`src/rtl/fifo_pkg.sv`:
```
// Shared types and helpers for sync_fifo_lvl: width helper, pointer/level type macros, error-flag struct.
`ifndef FIFO_PKG_SV
`define FIFO_PKG_SV
`define FIFO_PTR_T(AW) logic [(AW):0]
`define FIFO_LVL_T(AW) logic [(AW):0]

package fifo_pkg;

    function automatic int fifo_clog2(input int n);
        int r;
        r = 0;
        for (int i = 0; i < 31; i++)
            if ((1 << i) < n) r = i + 1;
        return r;
    endfunction

    typedef struct packed {
        logic overflow;
        logic underflow;
    } fifo_err_t;

endpackage
`endif

```
`src/rtl/fifo_ram.sv`:
```
// Simple dual-port storage for sync_fifo_lvl: synchronous write, asynchronous read, no reset.
module fifo_ram #(
    parameter int WIDTH = 8,
    parameter int DEPTH = 16,
    parameter int AW    = 4
) (
    input  logic             clk,
    input  logic             we,
    input  logic [AW-1:0]    waddr,
    input  logic [WIDTH-1:0] wdata,
    input  logic [AW-1:0]    raddr,
    output logic [WIDTH-1:0] rdata
);

    logic [WIDTH-1:0] mem [DEPTH];

    always_ff @(posedge clk) begin
        if (we) mem[waddr] <= wdata;
    end

    assign rdata = mem[raddr];

endmodule

```
`src/rtl/sync_fifo_lvl.sv`:
```
// Single-clock FIFO with fill level, almost flags and sticky error flags.
// Define SYNC_FIFO_FWFT_EN for first-word-fall-through reads; default is registered read data.
module sync_fifo_lvl
    import fifo_pkg::*;
#(
    parameter int WIDTH     = 8,
    parameter int DEPTH     = 16,
    parameter int AF_THRESH = 14,
    parameter int AE_THRESH = 2,
    localparam int AW       = fifo_clog2(DEPTH)
) (
    input  logic             clk,
    input  logic             rst_n,
    input  logic             w_en,
    input  logic [WIDTH-1:0] w_data,
    output logic             full,
    output logic             almost_full,
    input  logic             r_en,
    output logic [WIDTH-1:0] r_data,
    output logic             empty,
    output logic             almost_empty,
    output logic [AW:0]      level,
    output logic             overflow,
    output logic             underflow,
    input  logic             clr_err
);

    localparam logic [AW:0] ONE      = 1;
    localparam logic [AW:0] LVL_FULL = DEPTH[AW:0];
    localparam logic [AW:0] LVL_AF   = AF_THRESH[AW:0];
    localparam logic [AW:0] LVL_AE   = AE_THRESH[AW:0];

    `FIFO_PTR_T(AW) w_ptr, r_ptr;
    `FIFO_LVL_T(AW) level_q;
    fifo_err_t        err_q;
    logic             w_acc, r_acc;
    logic [WIDTH-1:0] ram_rdata;

    // Flags come only from the registered level, so no input-to-flag comb path.
    assign empty        = (level_q == '0);
    assign full         = (level_q == LVL_FULL);
    assign almost_full  = (level_q >= LVL_AF);
    assign almost_empty = (level_q <= LVL_AE);
    assign level        = level_q;
    assign overflow     = err_q.overflow;
    assign underflow    = err_q.underflow;

    assign r_acc = r_en & ~empty;
    assign w_acc = w_en & (~full | r_en);

    always_ff @(posedge clk) begin
        if (!rst_n) begin
            w_ptr   <= '0;
            r_ptr   <= '0;
            level_q <= '0;
            err_q   <= '0;
        end else begin
            if (w_acc) w_ptr <= w_ptr + ONE;
            if (r_acc) r_ptr <= r_ptr + ONE;
            if (w_acc & ~r_acc)      level_q <= level_q + ONE;
            else if (r_acc & ~w_acc) level_q <= level_q - ONE;
            // a new error event wins over a same-cycle clear
            err_q.overflow  <= (w_en & ~w_acc) | (err_q.overflow  & ~clr_err);
            err_q.underflow <= (r_en & empty)  | (err_q.underflow & ~clr_err);
        end
    end

    fifo_ram #(
        .WIDTH (WIDTH),
        .DEPTH (DEPTH),
        .AW    (AW)
    ) u_ram (
        .clk   (clk),
        .we    (w_acc),
        .waddr (w_ptr[AW-1:0]),
        .wdata (w_data),
        .raddr (r_ptr[AW-1:0]),
        .rdata (ram_rdata)
    );

`ifdef SYNC_FIFO_FWFT_EN
    assign r_data = ram_rdata;
`else
    logic [WIDTH-1:0] r_data_q;

    always_ff @(posedge clk) begin
        if (!rst_n)     r_data_q <= '0;
        else if (r_acc) r_data_q <= ram_rdata;
    end

    assign r_data = r_data_q;
`endif

endmodule
```
`config.mk`:
```
export PLATFORM = sky130hd
export DESIGN_NAME = sync_fifo_lvl
export DESIGN_NICKNAME = d
export VERILOG_FILES = /design/src/rtl/fifo_pkg.sv /design/src/rtl/fifo_ram.sv /design/src/rtl/sync_fifo_lvl.sv
export SDC_FILE = /design/constraint.sdc
export NUM_CORES = 1
export LEC_CHECK = 0
export CAP_MARGIN = 25
export CELL_PAD_IN_SITES_DETAIL_PLACEMENT = 0
export CELL_PAD_IN_SITES_GLOBAL_PLACEMENT = 1
export CORE_MARGIN = 5
export CORE_UTILIZATION = 30
export CTS_CLUSTER_DIAMETER = 150
export DETAILED_ROUTE_END_ITERATION = 8
export DONT_BUFFER_PORTS = 1
export GPL_ROUTABILITY_DRIVEN = 1
export PLACE_DENSITY = 0.6
export SLEW_MARGIN = 15
export SYNTH_ARGS = -nofsm -noshare
export SYNTH_HDL_FRONTEND = slang
export SYNTH_SLANG_ARGS = --single-unit
export TNS_END_PERCENT = 10
```
`constraint.sdc`:
```
create_clock -name clk -period 8.6 [get_ports clk]
set_input_delay 2.58 -clock clk [delete_from_list [all_inputs] [get_ports clk]]
set_output_delay 2.58 -clock clk [all_outputs]
set_load 0.005 [all_outputs]
```
Word-level counts from Yosys, hierarchy flattened. Memories as Yosys holds them, arrays and structs flattened. A register that Yosys moved wholly into a read port is not among the register bits. Cells that the tools add are included.

Memories: 1. Bits of input ports: 13. Output and inout port bits: 19. Bits in registers: 17. Logic and storage cells: 36. RAM bits: 128.

Order comparisons: 2. Add/sub/neg operators: 4. Eq/ne operators: 1. Reduce and logical (&&, ||, !) cells: 3. Bitwise operators: 16. Muxes and demuxes: 4.

Memory list: u_ram.mem (words 16, bits a word 8, rd ports 1, clocked after memory_dff 1, wr ports 1, line fifo_ram.sv:15) `logic [WIDTH-1:0] mem [DEPTH];`.

Operators with widths (number): $add 5x1->5 const B (3); $mux 5 (2); $and 1x1->1 (8); $eq 5x5->1 const B (1); $ge 5x4->1 const B (1); $le 5x2->1 const B (1); $logic_not 5->1 (1); $not 1->1 (5); $sub 5x1->5 const B (1); $or 1x1->1 (3); $mux 1 (2); $reduce_bool 2->1 (1); $logic_not 1->1 (1).

Logic depth before layout (Yosys ltp).
Word-level depth: 8. Mapped depth: 12. Depth with buffers taken out: 10.

Hierarchy. From an unflattened synthesis, not the netlist that was laid out.

Cells, all modules: 336. Area, all modules: 6133.4 µm².

Modules (own cells, without submodules): fifo_ram (area an instance 4987.3 µm², cells an instance 221, times used 1); sync_fifo_lvl (area an instance 1146.1 µm², cells an instance 115, times used 1).

Worst setup path before layout. Ideal clock, no wire load.

Path type: in2reg. From: input r_en. To: register level_q (netlist bit level[4]). Arrival: 4417 ps. Setup time: 72 ps. Stages: 10. Slack: 4112 ps. Path through: nand2b_1 > o21a_1 > buf_2 > ha_1 > inv_1 > fa_1 > a21o_1 > a21oi_1 > mux2i_1 > mux2i_1.

Cells in the longest elaborated chain, start to end: 5.

RTL lines: from (decl) (line sync_fifo_lvl.sv:18) `input logic r_en,`; $or 1x1->1 * (line sync_fifo_lvl.sv:49) `assign w_acc = w_en & (~full | r_en);`; $and 1x1->1 * (line sync_fifo_lvl.sv:49); via u_ram.we (line fifo_ram.sv:8) `input logic we,`; $not 1->1 (line sync_fifo_lvl.sv:61) `else if (r_acc & ~w_acc) level_q <= level_q - ONE;`; $and 1x1->1 (line sync_fifo_lvl.sv:61); $reduce_bool 2->1 (no source line); to (signal assigned) (line sync_fifo_lvl.sv:60) `if (w_acc & ~r_acc) level_q <= level_q + ONE;`; to (signal assigned) (line sync_fifo_lvl.sv:61); to (decl) (line sync_fifo_lvl.sv:34) `` `FIFO_LVL_T(AW) level_q; ``.

The timed path passes the listed nets; every way through them passes the cells marked *. A chain may end at the register's enable or synchronous reset.

Worst setup path in the final report.
From: input r_en. To: register level_q (netlist bit level[4]).

Cells in the longest elaborated chain, start to end: 5.

RTL lines (line): $or 1x1->1 (sync_fifo_lvl.sv:49); $and 1x1->1 (sync_fifo_lvl.sv:49); $not 1->1 (sync_fifo_lvl.sv:61); $and 1x1->1 (sync_fifo_lvl.sv:61); $reduce_bool 2->1 (no source line).

Parallel ways exist; a longest one is shown, timed or not.

==> reports/qor.yml <==
yosys:
  syn-num-nets: 396
  netlist.area_leader.share: 0.631
  distinct_cell_type_count_of_the_synthesized_netlist: 39
  yosysTopAreaCell: "sky130_fd_sc_hd__edfxtp_1"
  synthTopCellsByCount: "128 x sky130_fd_sc_hd__edfxtp_1, 36 x sky130_fd_sc_hd__mux2i_1, 23 x sky130_fd_sc_hd__dfxtp_1"
  dominantRegCellSynth: "sky130_fd_sc_hd__edfxtp_1"
  share_of_flip_flops_with_an_asynchronous_set_or_reset_after_synthesis: 0
  post_synthesis_mean_instance_area_um2: 16.3
  yosys_register_bits: 151
  largest_cells_by_area_after_synthesis: "sky130_fd_sc_hd__edfxtp_1 63%, sky130_fd_sc_hd__dfxtp_1 7.6%, sky130_fd_sc_hd__mux2i_1 5.9%, sky130_fd_sc_hd__mux4_2 5.9%, sky130_fd_sc_hd__ha_1 1.8%"
  synth_area_um2: 6090
  post_synth_inst_count: 373
  yosysWarnings: 0
  number_of_synthesized_flops_with_an_enable_pin: 128
  part_of_the_yosys_area_used_for_sequential_elements: 0.707
  synthMostInstantiatedCell: "sky130_fd_sc_hd__edfxtp_1"
clocking:
  tritoncts_num_sinks: 151
  cts.hold.buffers_added: 0
  cts-buffers-inserted: 17
  clk_latency_ns: 0.42
  clock_tree.buffer_depth: 2
  cts_repair_resize_count: 0
  post-cts-setup-buffer-count: 0
  cts.clk_slew.worst_paths_ns: 0.06
  tritoncts_clock_tree: "built"
  root_buffer: "sky130_fd_sc_hd__clkbuf_16"
  ctsHtreeMaxLevel: 4
status:
  status: "finished, final reports clean"
grt:
  global_route_wire_length_before_repair_mm: 19.6
  grt_max_degree: 51
  grt_pass1_vias: 3148
  grt_usage: 0.114
  gr-total-overflow: 0
  antenna_found_initial: 0
sta:
  maxClockFrequency_mhz: 232
  report.final.hold_viol_count: 0
  timing_worst_slew_pin_value_ns: 0.879
  clock_skew_ns: 0.00802
  report.final.setup_viol: 0
  timing.max_slew.rel_slack: 0.412
  setup_total_negative_slack_ns: 0
  rsz0062_at_grt: "no"
  finalCritPeriodShare: 0.502
  timing.final.max_slew_violations: 0
  finalCriticalPeriod_ns: 4.32
  fin_worst_hold_slack_ns: 0.583
critical_path:
  worstSetupEndpointType: "register"
  worst-path-max-fanout: 6
  cp_data_arrival_time_ns: 4.66
  crit_path_start_kind: "primary input"
  worstSetupPathType: "primary input to register"
  cp_data_required_time_ns: 8.94
detailed_routing:
  first_iter_violations: 200
  antenna_violating_nets_post_route: 0
  detail_route.drc_violations: 0
  post_drt_wl_per_cell_um: 19.5
  dr_total_vias: 3167
  finalWirelength_mm: 12.8
  firstDrtPassIters: 4
  route.detailed.vias_per_inst: 4.81
floorplan:
  floorplan.initialDensity: 0.303
  vertical_die_dimension_um: 152
  overall_die_width_um: 152
  i_o_pin_count: 32
  rows: 52
  design.die.area_um2: 23200
  floorplan.core_area_um2: 20100
power:
  netSwitchingFraction: 0.265
  combPwrFrac: 0.167
  power_report.internal_total_mw: 1.38
  power.static_leakage_nw: 2.12
  powerDensity_nw_per_um2: 272
  power_frac_seq: 0.470
  clockPowerShare: 0.363
  power.ir.vdd_worst_mv: 0.122
  power.net_switching_mw: 0.495
run:
  max_cap_violations: 0
placed_design:
  gpl.final_weighted_congestion: 0.705
  post-dp-hpwl_mm: 8.32
  count_of_input_and_output_buffers: 0
worst_hold_path:
  holdCritPathClass: "register to register"
final_layout:
  final_nets: 399
  n_antenna_cell: 0
  layout.core_utilization: 0.343
  fraction_of_final_layout_cells_with_drive_strength_greater_than_1: 0.144
  filler_cells: 1907
  area_delta_synth_final_pct: 13.2
==> path summary, 6_finish.rpt <==
kind	start	to	slack, ns	depth (start not counted)
hold / removal	level[3]	level[3]	0.58	2
setup reg to reg	level[2]	level[4]	5.55	10
setup / recovery	r_en	level[4]	4.28	9
hold reg to reg	level[3]	level[3]	0.58	2
==> state kept, by name, summed over array words and instances (netlist names) <==
register / cells
w_ptr: 4
overflow: 1
r_ptr: 4
u_ram.mem: 128
r_data: 8
underflow: 1
level: 5
==> final cells by class <==
cell class | instances | area (um^2) | share of cell area
clock buffer | 21 | 440 | 0.0639
sequential | 151 | 4310 | 0.625
clock inverter | 11 | 101 | 0.0147
tap | 270 | 338 | 0.0490
timing repair buffer | 6 | 37.5 | 0.00544
inverter | 5 | 23.8 | 0.00345
multi-input combinational | 195 | 1650 | 0.239
==> worst max-delay path, cell delays in order <==
cell and delay [ns]:
sky130_fd_sc_hd__nand2b_1 0.19, sky130_fd_sc_hd__o21a_1 0.30, sky130_fd_sc_hd__ha_1 0.23, sky130_fd_sc_hd__inv_1 0.11, sky130_fd_sc_hd__fa_1 0.42, sky130_fd_sc_hd__a21o_1 0.19
sky130_fd_sc_hd__a21oi_1 0.18, sky130_fd_sc_hd__mux2i_1 0.25, sky130_fd_sc_hd__mux2i_1 0.20
==> cells by family after synthesis <==
group	count (synthesis)	synth area share
flops	151	0.707
simple gates	68	0.0567
buf+inv	27	0.0226
fa+ha+maj	10	0.0218
compound gates	57	0.0623
xor+xnor	8	0.0115
mux	52	0.118
==> cell usage in the layout, fill, tap and decap left out, types with 2 or more instances in the layout <==
master | netlist | layout
sky130_fd_sc_hd__edfxtp_1 | 128 | 128
sky130_fd_sc_hd__mux2i_1 | 36 | 36
sky130_fd_sc_hd__dfxtp_1 | 23 | 22
sky130_fd_sc_hd__nor2_1 | 17 | 17
sky130_fd_sc_hd__clkbuf_16 | 0 | 17
sky130_fd_sc_hd__mux4_2 | 16 | 16
sky130_fd_sc_hd__o22ai_1 | 16 | 16
sky130_fd_sc_hd__nor3_1 | 13 | 13
sky130_fd_sc_hd__a21oi_1 | 12 | 12
sky130_fd_sc_hd__nand2_1 | 10 | 10
sky130_fd_sc_hd__o21ai_0 | 10 | 10
sky130_fd_sc_hd__ha_1 | 9 | 9
sky130_fd_sc_hd__nor2b_1 | 8 | 8
sky130_fd_sc_hd__a22oi_1 | 8 | 8
sky130_fd_sc_hd__xnor2_1 | 7 | 7
sky130_fd_sc_hd__and2_1 | 7 | 7
sky130_fd_sc_hd__inv_1 | 4 | 4
sky130_fd_sc_hd__nand2b_1 | 4 | 4
sky130_fd_sc_hd__nand3_1 | 4 | 4
sky130_fd_sc_hd__clkbuf_1 | 11 | 4
sky130_fd_sc_hd__o21a_1 | 3 | 3
sky130_fd_sc_hd__inv_6 | 1 | 3
sky130_fd_sc_hd__clkinvlp_4 | 0 | 3
sky130_fd_sc_hd__buf_2 | 5 | 3
sky130_fd_sc_hd__buf_4 | 0 | 3
sky130_fd_sc_hd__o211ai_1 | 2 | 2
sky130_fd_sc_hd__a21o_1 | 2 | 2
sky130_fd_sc_hd__clkinv_4 | 0 | 2
sky130_fd_sc_hd__clkinv_2 | 0 | 2
==> power by group through the flow <==
| stage | sequential (mW) | clock, mW | combinational (mW) |
|---|---|---|---|
| 2_1_floorplan | 0.880 | 0 | 0.267 |
| 3_3_place_gp | 0.896 | 0 | 0.313 |
| 3_5_place_dp | 0.897 | 0 | 0.319 |
| 4_1_cts | 0.882 | 0.692 | 0.320 |
| 5_1_grt | 0.888 | 0.725 | 0.352 |
| 6_report | 0.880 | 0.679 | 0.313 |
==> per-layer routing <==
layer	vias to the layer above	track usage	routed length, um
li1	1457	-	-
met1	1627	0.151	5880
met2	70	0.174	6030
met3	13	0.0417	757
met4	0	0.0382	154
met5	-	0	0
==> through the flow <==
| step | worst slack, ns | area, um^2 | cells | power (mW) |
|---|---|---|---|---|
| 2_1_floorplan | 4.11 | 6090 | 373 | 1.15 |
| 3_3_place_gp | 3.92 | 6340 | 624 | 1.21 |
| 3_5_place_dp | 3.89 | 6350 | 627 | 1.22 |
| 4_1_cts | 4.31 | 6890 | 659 | 1.89 |
| 5_1_grt | 4.11 | 6890 | 659 | 1.96 |
| 6_report | 4.28 | 6890 | 659 | 1.87 |
Note: power is estimated with default switching activity, not from simulation.
